--- src/rtl/sap1_pkg.sv ---
// sap1_pkg: shared definitions for the SAP-1 control sequencer.
//   - opcode_e      : defined SAP-1 opcodes (upper nibble of the IR)
//   - T*_IDX        : bit index of each T-state in the one-hot ring value
//   - CW_*          : bit positions inside the 12-bit control word
//   - NOP_CW, CW_*  : inactive word and the per-step control words
package sap1_pkg;

  typedef enum logic [3:0] {
    OP_LDA = 4'h0,
    OP_ADD = 4'h1,
    OP_SUB = 4'h2,
    OP_OUT = 4'hE,
    OP_HLT = 4'hF
  } opcode_e;

  localparam int T1_IDX = 0;
  localparam int T2_IDX = 1;
  localparam int T3_IDX = 2;
  localparam int T4_IDX = 3;
  localparam int T5_IDX = 4;
  localparam int T6_IDX = 5;

  localparam logic [5:0] T1 = 6'b000001;
  localparam logic [5:0] T2 = 6'b000010;
  localparam logic [5:0] T3 = 6'b000100;
  localparam logic [5:0] T4 = 6'b001000;
  localparam logic [5:0] T5 = 6'b010000;
  localparam logic [5:0] T6 = 6'b100000;

  // Control word layout {Cp,Ep,Lm_,CE_,Li_,Ei_,La_,Ea,Su,Eu,Lb_,Lo_}
  localparam int CW_CP  = 11;
  localparam int CW_EP  = 10;
  localparam int CW_LM_ = 9;
  localparam int CW_CE_ = 8;
  localparam int CW_LI_ = 7;
  localparam int CW_EI_ = 6;
  localparam int CW_LA_ = 5;
  localparam int CW_EA  = 4;
  localparam int CW_SU  = 3;
  localparam int CW_EU  = 2;
  localparam int CW_LB_ = 1;
  localparam int CW_LO_ = 0;

  // All active-low strobes high, all active-high strobes low.
  localparam logic [11:0] NOP_CW     = 12'h3E3;

  localparam logic [11:0] CW_FETCH1  = 12'h5E3;  // Ep, Lm_
  localparam logic [11:0] CW_FETCH2  = 12'hBE3;  // Cp
  localparam logic [11:0] CW_FETCH3  = 12'h263;  // CE_, Li_
  localparam logic [11:0] CW_MAR_IR  = 12'h1A3;  // Ei_, Lm_  (LDA/ADD/SUB T4)
  localparam logic [11:0] CW_LDA_T5  = 12'h2C3;  // CE_, La_
  localparam logic [11:0] CW_RAM_B   = 12'h2E1;  // CE_, Lb_  (ADD/SUB T5)
  localparam logic [11:0] CW_ADD_T6  = 12'h3C7;  // Eu, La_
  localparam logic [11:0] CW_SUB_T6  = 12'h3CF;  // Su, Eu, La_
  localparam logic [11:0] CW_OUT_T4  = 12'h3F2;  // Ea, Lo_

  function automatic logic is_legal_op(input logic [3:0] op);
    return (op == OP_LDA) || (op == OP_ADD) || (op == OP_SUB) ||
           (op == OP_OUT) || (op == OP_HLT);
  endfunction

endpackage

--- src/rtl/sap1_ring_checker.sv ---
// sap1_ring_checker: tracks the T-state the ring counter should present and
// raises a sticky fault the first time the observed value disagrees.
//   clk     in  : system clock (posedge)
//   clr_    in  : asynchronous active-low reset
//   t_state in  : one-hot T-state from the ring counter
//   fault   out : registered, sticky protocol violation
module sap1_ring_checker
  import sap1_pkg::*;
(
  input  logic       clk,
  input  logic       clr_,
  input  logic [5:0] t_state,
  output logic       fault
);

  logic [5:0] exp_q;

  // exp_q free-runs and never resyncs to t_state, so a ring that slips
  // keeps faulting rather than being silently re-aligned.
  always_ff @(posedge clk or negedge clr_) begin
    if (!clr_) begin
      exp_q <= T1;
      fault <= 1'b0;
    end else begin
      exp_q <= {exp_q[4:0], exp_q[5]};
      if (t_state != exp_q) fault <= 1'b1;
    end
  end

endmodule

--- src/rtl/sap1_control_sequencer.sv ---
// sap1_control_sequencer: decodes ring T-state + opcode into the SAP-1
// control word, latches HLT, flags illegal opcodes, counts retirements.
//   clk          in  : system clock (posedge, same edge as ring counter)
//   clr_         in  : asynchronous active-low reset
//   t_state      in  : one-hot T-state, bit0=T1 .. bit5=T6
//   opcode       in  : upper nibble of the instruction register
//   ctrl_word    out : combinational control word
//   halt         out : registered, set after HLT's T4
//   fault        out : registered, sticky ring-protocol violation
//   illegal_op   out : registered, sticky undefined-opcode flag
//   retire_count out : registered, saturating retired-instruction count
module sap1_control_sequencer
  import sap1_pkg::*;
#(
  parameter int RETIRE_WIDTH = 8
) (
  input  logic                    clk,
  input  logic                    clr_,
  input  logic [5:0]              t_state,
  input  logic [3:0]              opcode,
  output logic [11:0]             ctrl_word,
  output logic                    halt,
  output logic                    fault,
  output logic                    illegal_op,
  output logic [RETIRE_WIDTH-1:0] retire_count
);

  localparam logic [RETIRE_WIDTH-1:0] RETIRE_MAX = '1;

  sap1_ring_checker u_ring_checker (
    .clk     (clk),
    .clr_    (clr_),
    .t_state (t_state),
    .fault   (fault)
  );

  // Execute-phase word for the current opcode, indexed by T4..T6.
  function automatic logic [11:0] exec_cw(input logic [3:0] op, input int step);
    logic [11:0] cw;
    cw = NOP_CW;
    case (op)
      OP_LDA: cw = (step == T4_IDX) ? CW_MAR_IR : (step == T5_IDX) ? CW_LDA_T5 : NOP_CW;
      OP_ADD: cw = (step == T4_IDX) ? CW_MAR_IR : (step == T5_IDX) ? CW_RAM_B  : CW_ADD_T6;
      OP_SUB: cw = (step == T4_IDX) ? CW_MAR_IR : (step == T5_IDX) ? CW_RAM_B  : CW_SUB_T6;
      OP_OUT: cw = (step == T4_IDX) ? CW_OUT_T4 : NOP_CW;
      default: cw = NOP_CW;  // HLT and illegal opcodes do nothing
    endcase
    return cw;
  endfunction

  // Non-one-hot T-states fall through to the default and decode as NOP.
  always_comb begin
    ctrl_word = NOP_CW;
    case (t_state)
      T1: ctrl_word = CW_FETCH1;
      T2: ctrl_word = CW_FETCH2;
      T3: ctrl_word = CW_FETCH3;
      T4: ctrl_word = exec_cw(opcode, T4_IDX);
      T5: ctrl_word = exec_cw(opcode, T5_IDX);
      T6: ctrl_word = exec_cw(opcode, T6_IDX);
      default: ctrl_word = NOP_CW;
    endcase
    if (halt || fault) ctrl_word = NOP_CW;
  end

  // All actions use the pre-edge fault value, so a fault detected on the
  // same edge as a T4/T6 action does not suppress that action.
  always_ff @(posedge clk or negedge clr_) begin
    if (!clr_) begin
      halt         <= 1'b0;
      illegal_op   <= 1'b0;
      retire_count <= '0;
    end else begin
      if (t_state == T4 && opcode == OP_HLT && !fault)
        halt <= 1'b1;
      if (t_state == T4 && !is_legal_op(opcode) && !halt && !fault)
        illegal_op <= 1'b1;
      if (t_state == T6 && !halt && !fault && retire_count != RETIRE_MAX)
        retire_count <= retire_count + 1'b1;
    end
  end

endmodule
--- config.mk ---
export PLATFORM = sky130hd
export DESIGN_NAME = sap1_control_sequencer
export DESIGN_NICKNAME = d
export VERILOG_FILES = /design/src/rtl/sap1_pkg.sv /design/src/rtl/sap1_ring_checker.sv /design/src/rtl/sap1_control_sequencer.sv
export SDC_FILE = /design/constraint.sdc
export NUM_CORES = 1
export LEC_CHECK = 0
export BUFFER_PORTS_ARGS = -buffer_cell sky130_fd_sc_hd__buf_2
export CORE_MARGIN = 10
export CORE_UTILIZATION = 51
export CTS_BUF_LIST = sky130_fd_sc_hd__clkbuf_4 sky130_fd_sc_hd__clkbuf_8
export DETAILED_ROUTE_END_ITERATION = 16
export PLACE_DENSITY = 0.83
export SKIP_LAST_GASP = 1
export SLEW_MARGIN = 20
export SYNTH_ARGS = -nofsm -noshare
export SYNTH_HDL_FRONTEND = slang
export SYNTH_SLANG_ARGS = --single-unit
export TNS_END_PERCENT = 20
--- constraint.sdc ---
create_clock -name clk -period 1.9 [get_ports clk]
set_input_delay 0 -clock clk [delete_from_list [all_inputs] [get_ports clk]]
set_output_delay 0 -clock clk [all_outputs]
set_load 0.02 [all_outputs]
Word-level counts from Yosys, hierarchy flattened
Index checks and enable logic that the tools add are counted.

cells by class
  add/subtract/negate cells = 1
  multipliers = 0
  divide/modulo/power cells = 0
  order comparisons = 0
  equal/unequal tests = 12
  shift-type cells = 0
  multiplexer cells = 5
  bitwise gates (word level) = 0
  reductions and logical operators = 19

operators by type and width
  operator                                                          count
  12-bit case mux with 6 select lines                               1
  10-bit case mux with 2 select lines                               1
  9-bit case mux with 2 select lines                                1
  12-bit two-way mux                                                1
  6-bit case mux with 2 select lines                                1
  8-bit by 1-bit adder with 8-bit output (second input constant)    1
  4-bit == test (second input constant)                             2
  1-bit logical AND                                                 8
  8-bit != test (second input constant)                             1
  6-bit by 1-bit == test with 1-bit output (second input constant)  1
  6-bit by 2-bit == test with 1-bit output (second input constant)  1
  6-bit by 3-bit == test with 1-bit output (second input constant)  1
  6-bit by 4-bit == test with 1-bit output (second input constant)  1
  6-bit by 5-bit == test with 1-bit output (second input constant)  1
  6-bit == test (second input constant)                             1
  6-bit != test                                                     1
  1-bit logical OR                                                  5
  4-bit by 1-bit == test with 1-bit output (second input constant)  1
  4-bit by 2-bit == test with 1-bit output (second input constant)  1
  4-bit logical NOT                                                 1
  1-bit logical NOT                                                 3
  3-bit OR reduction                                                1
  2-bit OR reduction                                                1

word-level totals
  bits in registers = 17
  bits in latches = 0
  memory bits (writable) = 0
  bits in read-only memories = 0
  output and inout bits = 23
  word-level logic and storage cells = 42
  memories kept = 0

Longest topological paths before layout
  depth after elaboration = 9
  mapped depth = 5
  gate-level depth less buffers = 5

Cells and area by module
A second synthesis with hierarchy kept.

second synthesis, totals
  cells, all modules = 122
  area, all modules = 1174.9 µm²

by module, submodules not included
  module                  times used  cells each  area an instance (µm²)  sequential area each (µm²)
  sap1_control_sequencer  1           107         933.4                   250.2
  sap1_ring_checker       1           15          241.5                   176.4

Least setup slack after synthesis
No wires, ideal clock.

  path kind = reg2out
  start = reg u_ring_checker.fault
  end = out ctrl_word[3]
  arrival time = 1.635 ns
  data required time = 1.900 ns
  setup slack = 0.265 ns
  cell stages (with the launch flop) = 4
  path buffers = 0
  path through = dfrtp_1 -> nor4_4 -> nand3_2 -> nor4_1

between the ends
  longest elaborated chain between the ends = 2

RTL lines
  what                    RTL line                      RTL
  from (decl)             sap1_ring_checker.sv:13       output logic fault
  from (signal assigned)  sap1_ring_checker.sv:23       fault <= 1'b0;
  from (signal assigned)  sap1_ring_checker.sv:26       if (t_state != exp_q) fault <= 1'b1;
  1-bit logical OR        sap1_control_sequencer.sv:63  if (halt || fault) ctrl_word = NOP_CW;
  12-bit two-way mux      sap1_control_sequencer.sv:63
  to (decl)               sap1_control_sequencer.sv:21  output logic [11:0] ctrl_word,

Every way passes these cells.

Final worst setup path
  start = reg halt
  end = out ctrl_word[1]

between the ends
  longest elaborated chain between the ends = 2

RTL lines
  what                    RTL line                      RTL
  from (decl)             sap1_control_sequencer.sv:22  output logic halt,
  from (signal assigned)  sap1_control_sequencer.sv:70  halt <= 1'b0;
  from (signal assigned)  sap1_control_sequencer.sv:75  halt <= 1'b1;
  1-bit logical OR        sap1_control_sequencer.sv:63
  12-bit two-way mux      sap1_control_sequencer.sv:63

Every way passes these cells.

==> results by group <==
Global route
  – GR peak layer: met2
  – GR Layer Usage met1: 0.131
  – Vias in the first global route: 838
  – Initial antenna violation count: 0
  – First-pass GRT wire length: 3960 µm
  – GRT met3 Usage: 0.0339
  – Met2 Resource Use GR: 0.187
  – Total GRT Usage: 0.113
  – Largest net degree at the start of global routing: 18
  – Final global-route overflow total: 0

Place
  – Placer congestion estimate: 0.827
  – Placed cell areas: 1200 µm²
  – DP Worst Slack: 0.238 ns
  – Port Buf Inserts: 34
  – HPWL reported at the end of detailed placement: 1890 µm

STA
  – Rel. slew slack: 0.752
  – Setup slack after layout: 0.0563 ns
  – Post-route setup TNS: 0 ns
  – Final Skew: 0.00611 ns
  – Endpoints failing hold: 0
  – Final Slew Violations: 0
  – Setup violations, final: 0
  – RSZ-0062 raised after global routing: yes
  – Slew @ Worst Pin: 0.372 ns
  – F_max: 542 MHz
  – Worst Hold Slack: 0.0824 ns
  – Tmin final: 1.84 ns
  – Final clock period utilization by the worst path: 0.970

Logic synthesis
  – Synth Net Count: 115
  – Xor/xnor share of the synthesized area: 0.144
  – Syn Inst Count: 102
  – Synth Area in Adders: 0.0121
  – Largest family of logic cells by synthesized area: simple AND/OR/NAND/NOR gates
  – Seq/Total Area, Yosys: 0.411
  – Mapped Area: 1040 µm²
  – Netlist cell types: 38
  – FF+latch count, synth: 17
  – Post-synthesis simple-gate area fraction: 0.304
  – Syn. warnings: 0
  – Ys async rst share: 1.00
  – Mean post-synth cell area: 10.2 µm²
  – Mux cell area share after synthesis: 0.0109
  – Number of flops mapped to enable cells by yosys: 0
  – Synth Area in Compound Gates: 0.0724
  – Top_reg_cell synth: dfrtp_1

CTS
  – Max H-tree Level: 1
  – CTS sink count: 17
  – Skew-Pair Late Insertion Delay: 0.29 ns
  – Clock slew at reported path FFs: 0.09 ns
  – Num CTS Buffers: 3
  – Root Driver: clkbuf_4
  – CTS Buffer Depth: 2
  – CTS tree: yes

Detailed routing
  – Drt initial violations: 54
  – Vias per cell: 5.21
  – Total Wirelength: 2320 µm
  – Drt drc: 0
  – Post-DRT Antenna Nets: 0
  – WL/cell: 14.3 µm
  – First-pass DRT Iterations: 4
  – Via count: 850

Power and ir drop
  – Cell Pwr Density: 498 nW/µm²
  – Peak supply drop: 0.499 mV
  – Pwr Total: 624 µW
  – Lkg Pwr: 0.609 nW

Floorplan
  – Die Width: 65.1 µm
  – Die H: 65.1 µm
  – IO Count: 35
  – FP Rows: 16
  – Starting density of the core: 0.534
  – Std-Cell Core Area: 1940 µm²
  – Die footprint: 4240 µm²

Setup path
  – Worst setup SP type: flop
  – Worst path required time: 1.90 ns
  – Crit path max fanout: 5
  – Setup CP Type: flop to output pin
  – Setup crit end kind: output pin
  – Critical path data arrival time: 1.84 ns

Run
  – Max-cap violation count: 0

Layout
  – Share of layout cells above drive strength 1: 0.346
  – Fillers: 168
  – Area Overhead vs Synth: 20.6%
  – Final instance area: 1250 µm²
  – Diodes inserted: 0
  – Nets: 150

Hold path
  – HP Class: primary input to flop

Run status
  – Status: complete, no violations
per-stage QoR:
step,utilization,cells
floorplan,-,102
global placement,0.619,157
detailed placement,0.619,157
CTS,0.642,163
global route,0.644,163
finish,0.644,163
Yosys cell counts (3+ instances only):
cell type,number,area share
nand4_1,3,0.018
xnor2_1,7,0.059
xor2_1,10,0.084
dfrtp_1,16,0.39
nand3_1,6,0.029
nor2_1,11,0.040
nand2_1,8,0.029
nor3b_1,4,0.029
nor3_1,3,0.014
sequential cells by signal, indices dropped and copies added, names as in the netlist:
name / cells
u_ring_checker.fault: 1
illegal_op: 1
halt: 1
u_ring_checker.exp_q: 6
retire_count: 8
metal layers:
layer  wire [µm]  share of wire  vias up
li1            -              -      431
met1        1060           0.46      395
met2        1080           0.46       22
met3         169          0.073        2
met4          14         0.0060        0
met5           0              0        -
final cells by class:
class                   instances  area [µm²]  share of cell area
multi-input cells              77         568               0.454
flip-flops and latches         17         427               0.341
repair buffers                 36         188               0.150
well taps                      27        33.8              0.0270
clock buffers                   3        22.5              0.0180
inverters                       2        7.51             0.00600
clock inverters                 1        5.00             0.00400
worst max-delay path: stages (launching register included):
cell and delay, ns:
dfrtp_1 0.46, nor4_4 0.28, nand3_2 0.14, or4b_1 0.51
buf_2 0.17
logic make-up after synthesis:
group	count (synthesis)
flip-flops	17
XOR/XNOR	17
buffers and inverters	8
AND/OR/NAND/NOR	50
multiplexers	1
adder cells (fa/ha/maj)	1
AO/OA/AOI/OAI	8
what timing repair did:
item	CTS	global route
endpoints found under the setup margin	1	2
gates resized for setup	0	1
cloned	0	0
buffers inserted	1	0
hold endpoints to repair	17	0
pin swaps	1	0
hold buffers	1	0
layout by cell type, fill, tap and decap left out, drive strengths merged, types with 2 or more instances in the layout:
| master | Yosys | layout |
|---|---|---|
| inv | 2 | 2 |
| clkbuf | 2 | 3 |
| nor4 | 4 | 4 |
| nand4 | 3 | 3 |
| dfrtp | 16 | 16 |
| nor3 | 3 | 3 |
| nor2 | 11 | 11 |
| nand2 | 8 | 8 |
| nor3b | 4 | 4 |
| buf | 4 | 35 |
| xor2 | 10 | 10 |
| nand3 | 7 | 7 |
| xnor2 | 7 | 7 |
| nor4b | 2 | 2 |
report_power, final:
part	switching, mW	total [mW]	internal, mW
Clock	0.111	0.190	0.0782
Combinational	0.0456	0.0723	0.0267
Sequential	0.0000539	0.362	0.362
Total	0.157	0.624	0.467
worst paths after layout:
kind	from	to	slack (ns)	depth (start not counted)
max in group asynchronous	clr_	u_ring_checker.exp_q[0]	1.44	2
setup reg to reg	halt	retire_count[7]	0.33	5
min in group asynchronous	clr_	retire_count[7]	0.14	2
hold reg to reg	u_ring_checker.exp_q[3]	u_ring_checker.exp_q[4]	0.40	0
hold / removal	t_state[5]	u_ring_checker.fault	0.08	3
setup / recovery	halt	ctrl_word[1]	0.06	4
(Power assumes the default switching activity.)
